[src/rtl/mips_pkg.sv]
`default_nettype none
// ============================================================================
// Module   : mips_pkg
// Brief    : Shared MIPS pipeline constants, opcodes and the jump-target helper.
// Revision : 1.0 - initial release
// ============================================================================
package mips_pkg;

    localparam int WORD_LEN    = 32;
    localparam int INSTR_BYTES = 4;
    localparam int JUMP_OFF_W  = 26;

    // Opcodes ID decodes to raise jump_taken / branch_taken
    localparam logic [5:0] OP_J   = 6'h02;
    localparam logic [5:0] OP_JAL = 6'h03;
    localparam logic [5:0] OP_BEQ = 6'h04;
    localparam logic [5:0] OP_BNE = 6'h05;

    function automatic logic [WORD_LEN-1:0] jump_target(
        input logic [WORD_LEN-1:0]   pc4,
        input logic [JUMP_OFF_W-1:0] off
    );
        return {pc4[WORD_LEN-1:JUMP_OFF_W+2], off, 2'b00};
    endfunction

endpackage
`default_nettype wire

[src/rtl/fetch_fifo.sv]
`default_nettype none
// ============================================================================
// Module   : fetch_fifo
// Brief    : Synchronous FIFO with synchronous clear and registered head output.
// Revision : 1.0 - initial release
// ============================================================================
module fetch_fifo #(
    parameter int DEPTH = 4,
    parameter int WIDTH = 64
) (
    input  logic                     clk,
    input  logic                     rst,
    input  logic                     clear_i,
    input  logic                     push_i,
    input  logic [WIDTH-1:0]         data_i,
    input  logic                     pop_i,
    output logic                     valid_o,
    output logic [WIDTH-1:0]         data_o,
    output logic [$clog2(DEPTH):0]   count_o
);

    localparam int PW = $clog2(DEPTH);
    localparam int CW = PW + 1;
    localparam logic [CW-1:0] c_depth = CW'(DEPTH);

    logic [WIDTH-1:0] mem_q [DEPTH];
    logic [PW-1:0]    rd_ptr_q;
    logic [PW-1:0]    wr_ptr_q;
    logic [CW-1:0]    count_q;
    logic             w_pop;
    logic             w_push;

    assign w_pop   = pop_i && (count_q != '0);
    assign w_push  = push_i && ((count_q != c_depth) || w_pop);
    assign valid_o = (count_q != '0);
    assign data_o  = mem_q[rd_ptr_q];
    assign count_o = count_q;

    always_ff @(posedge clk or posedge rst) begin
        if (rst) begin
            rd_ptr_q <= '0;
            wr_ptr_q <= '0;
            count_q  <= '0;
        end else if (clear_i) begin
            rd_ptr_q <= '0;
            wr_ptr_q <= '0;
            count_q  <= '0;
        end else begin
            if (w_push) wr_ptr_q <= wr_ptr_q + PW'(1);
            if (w_pop)  rd_ptr_q <= rd_ptr_q + PW'(1);
            if (w_push && !w_pop)      count_q <= count_q + CW'(1);
            else if (!w_push && w_pop) count_q <= count_q - CW'(1);
        end
    end

    // Storage needs no reset: only entries below count_q are ever observed
    always_ff @(posedge clk) begin
        if (w_push && !clear_i) mem_q[wr_ptr_q] <= data_i;
    end

    a_no_overflow : assert property (@(posedge clk) disable iff (rst)
        !(push_i && !clear_i && (count_q == c_depth) && !w_pop));

endmodule
`default_nettype wire

[src/rtl/if_fetch_unit.sv]
`default_nettype none
// ============================================================================
// Module   : if_fetch_unit
// Brief    : Instruction fetch stage: PC, credit-limited imem requests, redirect
//            flush with in-flight response dropping, and a fetch queue to ID.
// Revision : 1.0 - initial release
// ============================================================================
module if_fetch_unit #(
    parameter int                         WORD_LEN = mips_pkg::WORD_LEN,
    parameter int                         DEPTH    = 4,
    parameter logic [mips_pkg::WORD_LEN-1:0] RESET_PC = 32'h0000_0000
) (
    input  logic                          clk,
    input  logic                          rst,
    input  logic [WORD_LEN-1:0]           id_pc,
    input  logic                          branch_taken,
    input  logic [WORD_LEN-1:0]           branch_offset,
    input  logic                          jump_taken,
    input  logic [mips_pkg::JUMP_OFF_W-1:0] jump_offset,
    output logic                          imem_req_valid,
    input  logic                          imem_req_ready,
    output logic [WORD_LEN-1:0]           imem_req_addr,
    input  logic                          imem_rsp_valid,
    input  logic [WORD_LEN-1:0]           imem_rsp_data,
    output logic                          if_valid,
    input  logic                          if_ready,
    output logic [WORD_LEN-1:0]           if_pc,
    output logic [WORD_LEN-1:0]           if_instr
);

    import mips_pkg::*;

    localparam int CW = $clog2(DEPTH) + 1;
    localparam logic [CW-1:0]       c_depth = CW'(DEPTH);
    localparam logic [WORD_LEN-1:0] c_step  = WORD_LEN'(INSTR_BYTES);

    logic [WORD_LEN-1:0]   fetch_pc_q, fetch_pc_d;
    logic [WORD_LEN-1:0]   rsp_pc_q, rsp_pc_d;
    logic [CW-1:0]         outst_q, outst_d;
    logic [CW-1:0]         drop_q, drop_d;
    logic [CW-1:0]         w_count;
    logic [CW:0]           w_credit_used;
    logic [WORD_LEN-1:0]   w_pc4;
    logic [WORD_LEN-1:0]   w_target;
    logic                  w_redirect;
    logic                  w_fire;
    logic                  w_push;
    logic                  w_pop;
    logic [2*WORD_LEN-1:0] w_head;

    assign w_redirect = jump_taken | branch_taken;
    assign w_pc4      = id_pc + c_step;
    assign w_target   = jump_taken ? jump_target(w_pc4, jump_offset)
                                   : w_pc4 + (branch_offset << 2);

    // Queue slots already promised: entries held plus responses still owed
    assign w_credit_used  = {1'b0, w_count} + {1'b0, outst_q};
    assign imem_req_valid = !rst && !w_redirect && (w_credit_used < {1'b0, c_depth});
    assign imem_req_addr  = fetch_pc_q;
    assign w_fire         = imem_req_valid && imem_req_ready;

    assign w_push = imem_rsp_valid && (drop_q == '0) && !w_redirect;
    assign w_pop  = if_valid && if_ready;

    always_comb begin
        fetch_pc_d = fetch_pc_q;
        rsp_pc_d   = rsp_pc_q;
        outst_d    = outst_q;
        drop_d     = drop_q;
        if (w_fire) begin
            fetch_pc_d = fetch_pc_q + c_step;
            outst_d    = outst_d + CW'(1);
        end
        if (imem_rsp_valid) begin
            outst_d = outst_d - CW'(1);
            if (drop_q != '0) drop_d = drop_q - CW'(1);
        end
        if (w_push) rsp_pc_d = rsp_pc_q + c_step;
        // Every response still owed after this cycle belongs to the old path
        if (w_redirect) begin
            fetch_pc_d = w_target;
            rsp_pc_d   = w_target;
            drop_d     = outst_q - {{(CW-1){1'b0}}, imem_rsp_valid};
        end
    end

    always_ff @(posedge clk or posedge rst) begin
        if (rst) begin
            fetch_pc_q <= RESET_PC[WORD_LEN-1:0];
            rsp_pc_q   <= RESET_PC[WORD_LEN-1:0];
            outst_q    <= '0;
            drop_q     <= '0;
        end else begin
            fetch_pc_q <= fetch_pc_d;
            rsp_pc_q   <= rsp_pc_d;
            outst_q    <= outst_d;
            drop_q     <= drop_d;
        end
    end

    fetch_fifo #(
        .DEPTH (DEPTH),
        .WIDTH (2*WORD_LEN)
    ) u_fetch_fifo (
        .clk     (clk),
        .rst     (rst),
        .clear_i (w_redirect),
        .push_i  (w_push),
        .data_i  ({rsp_pc_q, imem_rsp_data}),
        .pop_i   (w_pop),
        .valid_o (if_valid),
        .data_o  (w_head),
        .count_o (w_count)
    );

    assign if_pc    = w_head[2*WORD_LEN-1:WORD_LEN];
    assign if_instr = w_head[WORD_LEN-1:0];

endmodule
`default_nettype wire

[config.mk]
export PLATFORM = sky130hd
export DESIGN_NAME = if_fetch_unit
export DESIGN_NICKNAME = d
export VERILOG_FILES = /design/src/rtl/mips_pkg.sv /design/src/rtl/fetch_fifo.sv /design/src/rtl/if_fetch_unit.sv
export SDC_FILE = /design/constraint.sdc
export NUM_CORES = 1
export LEC_CHECK = 0
export CORE_UTILIZATION = 49
export CTS_CLUSTER_DIAMETER = 120
export DETAILED_ROUTE_END_ITERATION = 6
export MAX_ROUTING_LAYER = met4
export PLACE_DENSITY = 0.73
export SYNTH_ARGS = -nofsm -noshare
export SYNTH_HDL_FRONTEND = slang
export SYNTH_SLANG_ARGS = --single-unit
[constraint.sdc]
create_clock -name clk -period 9.3 [get_ports clk]
set_input_delay 1.395 -clock clk [delete_from_list [all_inputs] [get_ports clk]]
set_output_delay 1.395 -clock clk [all_outputs]
set_load 0.02 [all_outputs]
==> impl_metrics.tcl <==
set metrics [dict create \
    finClkSkew_ns 0.0120 \
    yosys_most_used_dff "edfxtp_1" \
    worstSetupPathType "primary input to output pin" \
    gp_congestion 0.892 \
    synth_top_area_cell "edfxtp_1" \
    clkSinkCount 331 \
    min_period_ns 5.32 \
    crit_start "branch_taken" \
    ys_async_sr_fraction 0.227 \
    arrival_ns 3.92 \
    ios 227 \
    route.met2.wl_um 19600 \
    track_usage 0.247 \
    fmax_mhz 188 \
    portBuffers 224 \
    powerDensity_nw_per_um2 181 \
    setup_tns_ns 0 \
    rsz0062_at_grt "no" \
    final_nets 1643 \
    rr_worst_depth 7 \
    finalHoldViolCount 0 \
    status "finished, final reports clean" \
    slew_headroom 0.297 \
    grt_pass1_wl_um 62500 \
    synth.top_cell.area_share 0.472 \
    vias_per_cell 5.88 \
    worstReg2RegEnd "u_fetch_fifo.mem_q[0][4]" \
    dp.final_hpwl_um 28200 \
    post_drt_wl_per_cell_um 21.1 \
    post_cts_buffers 0 \
    required_ns 7.91 \
    drt_first_pass_iters 5 \
    power_leakage_nw 7.07 \
    setup_viol 0 \
    die_x_um 184 \
    hold_class "flip-flop to flip-flop" \
    start_util 0.499 \
    drt-met1-wl_um 17200 \
    antenna_found_initial 0 \
    synthesis.nets 1427 \
    cts_buffers 30 \
    fp.coreArea_um2 32600 \
    cts_hold_buf 0 \
    vias 11300 \
    worstMarginPinSlew_ns 1.06 \
    drtAntennaViolNets 0 \
    synth_area_leaders "edfxtp_1 (47%), dfrtp_1 (12%), mux4_2 (8.9%)" \
    syn-cell-area_um2 16300 \
    grt_remaining_overflow 0 \
    ir_drop_uv 138 \
    row_count 66 \
    period_share 0.572 \
    totalWireLength_um 40700 \
    cp-endpoint "imem_req_valid" \
    cts_tree "yes" \
    drc 0 \
    yosysMostFrequentCell "edfxtp_1" \
    wl_met3_um 3110 \
    r2r-start "drop_q[0]" \
    cap_violations 0 \
    drive_above_1_share 0.0989 \
    root_buffer "clkbuf_16" \
    area_delta_synth_final_pct 22.8 \
    synth-edff-count 256 \
    grt_pass1_vias 11200 \
    cp-start-kind "primary input" \
    fp.dieH_um 184 \
    r2r_slack_ns 5.62 \
    syn-instance-count 1246 \
    cts_resized 0 \
    h-tree-depth 1 \
    slew_violations 0 \
    power.total_w 0.00361 \
    dieArea_um2 34000 \
    clockBufferDepth 3 \
    grt_max_degree 76 \
    yosys_warnings 0 \
    synthDistinctLibCells 74 \
    final_core_util 0.613 \
    detail_route.iter0.violations 875 \
    avgSynthCellArea_um2 13.1 \
    synth-seq-cells 331 \
    yosysSeqAreaShare 0.588 \
    clk_pin_slew_ns 0.06 \
    clk_latency_ns 0.54 \
    crit_path_max_fanout 38 \
    top_layer "met4" \
    synthTopCellsByCount "edfxtp_1 (256), nand2_1 (109), a21oi_1 (85)" \
    setup.worst_path.end_class "output pin" \
]
[placed cells by master (no fill, tap or decap), types with 18 or more instances in the layout]
master           Yosys  routed
dfrtp_1             75      73
xnor2_1             44      44
nor2_1              83      82
nand3_1             44      44
a21oi_1             85      85
edfxtp_1           256     256
a31oi_1             19      19
ha_1                50      50
mux4_2              64      64
nand4_1             18      18
inv_1               23      22
clkbuf_16            0      31
o21ai_0             55      55
xor2_1              22      22
a21o_1              18      18
and3_1              31      31
clkdlybuf4s50_1      0     223
nand2_1            109     109
[flip-flops by register name, indices dropped and copies added (netlist names)]
signal                 count
drop_q                     3
u_fetch_fifo.wr_ptr_q      2
imem_req_addr             31
rsp_pc_q                  31
u_fetch_fifo.mem_q       256
u_fetch_fifo.count_o       3
u_fetch_fifo.rd_ptr_q      2
outst_q                    3
[how the worst min path moves through the flow]
stage,end,from,depth (start not counted),slack [ns]
2_1_floorplan,u_fetch_fifo.mem_q[0][62],rsp_pc_q[30],0,0.49
3_5_place_dp,u_fetch_fifo.mem_q[2][32],rsp_pc_q[0],0,0.54
6_report,u_fetch_fifo.mem_q[0][32],rsp_pc_q[0],0,0.56
5_1_grt,u_fetch_fifo.mem_q[1][32],rsp_pc_q[0],0,0.58
4_1_cts,u_fetch_fifo.mem_q[2][32],rsp_pc_q[0],0,0.56
3_3_place_gp,u_fetch_fifo.mem_q[2][32],rsp_pc_q[0],0,0.53
[worst max-delay path, stage by stage]
cell and delay [ns]:
clkdlybuf4s50_1 0.40, buf_4 0.23, or2_2 0.61, a311oi_1 0.58, clkdlybuf4s50_1 0.70
[report_power, final]
group / internal [W] / switching [W]
combinational: 0.000262 / 0.000310
sequential: 0.00168 / 0.0000938
clock: 0.000748 / 0.000523
total: 0.00269 / 0.000926
[layout make-up]
class | instances | area [um^2]
multi-input cells | 840 | 6410
clock inverters | 20 | 201
fillers | 2502 | 12600
diodes | 1 | 2.50
flip-flops and latches | 331 | 9570
clock buffers | 36 | 835
repair buffers | 236 | 2330
inverters | 23 | 86.3
well taps | 442 | 553
[cell families (layout without fill, tap and decap cells)]
| family | count (synthesis) | after routing | share of synthesized area |
|---|---|---|---|
| adders and majority gates | 52 | 52 | 0.0409 |
| muxes | 71 | 71 | 0.0929 |
| AOI/OAI and AO/OA | 292 | 292 | 0.116 |
| and+or+nand+nor | 359 | 359 | 0.108 |
| DFF | 331 | 331 | 0.588 |
| xor gates and xnor gates | 66 | 66 | 0.0355 |
| buffers and inverters | 75 | 315 | 0.0190 |
| other | 0 | 1 | 0 |
[layer usage]
metal	track usage	up-vias
met4	0.0570	0
met2	0.404	433
li1	-	5273
met1	0.319	5583
met5	-	-
met3	0.0484	53
[per-stage QoR]
step | setup slack [ns] | instances | area, um^2 | hold WS [ns]
final | 3.98 | 1929 | 20000 | 0.558
after global routing | 3.90 | 1928 | 20000 | 0.582
after CTS | 3.98 | 1928 | 20000 | 0.557
after detailed placement | 3.82 | 1872 | 18900 | 0.540
after global placement | 3.92 | 1872 | 18900 | 0.528
after floorplan | 4.85 | 1246 | 16300 | 0.490
Note: power is estimated with default switching activity, not from simulation.
==> variant: new RTL, same flow settings <==
The package constant `WORD_LEN` goes from 32 to 64.
--- a/src/rtl/mips_pkg.sv
+++ b/src/rtl/mips_pkg.sv
@@ -6,7 +6,7 @@
 // ============================================================================
 package mips_pkg;
 
-    localparam int WORD_LEN    = 32;
+    localparam int WORD_LEN    = 64;
     localparam int INSTR_BYTES = 4;
     localparam int JUMP_OFF_W  = 26;
 
Ports: changed (6 resized); port bits go from 227 to 419. The function was not compared with the original's and may differ.
==> variant against the original RTL <==
  * Power rose by 96%
  * Area after synthesis rose by 98%
  * Die area grew 96%
  * Clock skew grew 13 ps
  * Count of clock-buffer cells in the layout up 40
  * Design area increased by 97%
  * Setup slack got worse by 1300 ps
  * Wire length rose by 120%
  * Sequential cell count rose by 320
  * Critical path type is now primary input to register
  * Largest cell class unchanged
  * Highest routed layer unchanged
==> variant: results (changes against the original RTL) <==
outcome:
  status: "completed"
logic_synthesis:
  mean_area_per_synthesized_cell_sq_um: 12.7  # -3.1%
  yosys-top-cells-count: "sky130_fd_sc_hd__edfxtp_1 (512), sky130_fd_sc_hd__a21oi_1 (246), sky130_fd_sc_hd__nand2_1 (242)"
  ys_seq_area_share_pct: 58.6  # -0.17 points
  netlist_top_cells_area: "sky130_fd_sc_hd__edfxtp_1 (48%), sky130_fd_sc_hd__dfrtp_1 (11%), sky130_fd_sc_hd__mux4_2 (9.0%)"
  post_synth_num_cell_types: 85  # +15%
  asyncSetResetFlopFracSynth_pct: 21.4  # -1.3 points
power:
  power_leakage_nw: 13.6  # +92%
  irDropWorstVdd_uv: 151  # +9.5%
placement:
  port_buffers: 416  # +86%
  placement.setup.worst_slack_ps: 2100  # -1730 ps
critical_path:
  endpoint: "imem_req_addr[48]$_DFFE_PP0P_"
  maximum_fanout_encountered_on_the_critical_timing_path: 6  # -84%
  timing.rr.start: "outst_q[2]$_DFF_PP0_"
  timing.rr.end: "imem_req_addr[39]$_DFFE_PP0P_"
  ff2ff_setup_slack_ps: 5180  # -440 ps
  worst-endpoint-arrival_ps: 7140  # +3220 ps
global_route:
  grt_max_degree: 74  # -2.6%
  globalRouteMet1Util_pct: 37.1  # +5.2 points
  antenna_found_initial: 2  # +2
  grt_use_total_pct: 27.4  # +2.7 points
  wire_length_of_the_first_global_routing_pass_um: 136000  # +120%
detailed_routing:
  wirelength_um: 89800  # +120%
  drt-met1-wl_um: 38500  # +120%
min_path:
  hold_path_startpoint: "imem_req_addr[60]$_DFFE_PP0P_"
  worst_hold_path.endpoint: "imem_req_addr[60]$_DFFE_PP0P_"
  whs_path_depth: 1  # +1
timing:
  fin_worst_hold_slack_ps: 531  # -27.9 ps
  fmaxAchievable_mhz: 150  # -20%
  max-slew-margin-rel_pct: 20.9  # -8.7 points
final_layout:
  layout-drive-gt1-share_pct: 9.75  # -0.15 points
  layout.comb_gates.multi_input: 1739  # +110%
  max_reg_flops: 512  # +100%
cts:
  cts_made_buffers: 60  # +100%
## variant: changes by cell type after synthesis, moves of 25 or more
cell and change:
sky130_fd_sc_hd__ha_1 +39, sky130_fd_sc_hd__nand2_1 +133, sky130_fd_sc_hd__edfxtp_1 +256, sky130_fd_sc_hd__nand4_1 +31, sky130_fd_sc_hd__a21oi_1 +161, sky130_fd_sc_hd__nor2_1 +90
sky130_fd_sc_hd__inv_1 +25, sky130_fd_sc_hd__mux4_2 +64, sky130_fd_sc_hd__xnor2_1 +39, sky130_fd_sc_hd__o21ai_0 +85, sky130_fd_sc_hd__clkbuf_1 +47, sky130_fd_sc_hd__dfrtp_1 +64
sky130_fd_sc_hd__nand3_1 +53, sky130_fd_sc_hd__xor2_1 +26
## variant: report_power, final
group	total, mW	internal, mW	switching [mW]
clock network	2.53	1.47	1.05
logic	1.08	0.471	0.610
registers	3.48	3.29	0.184
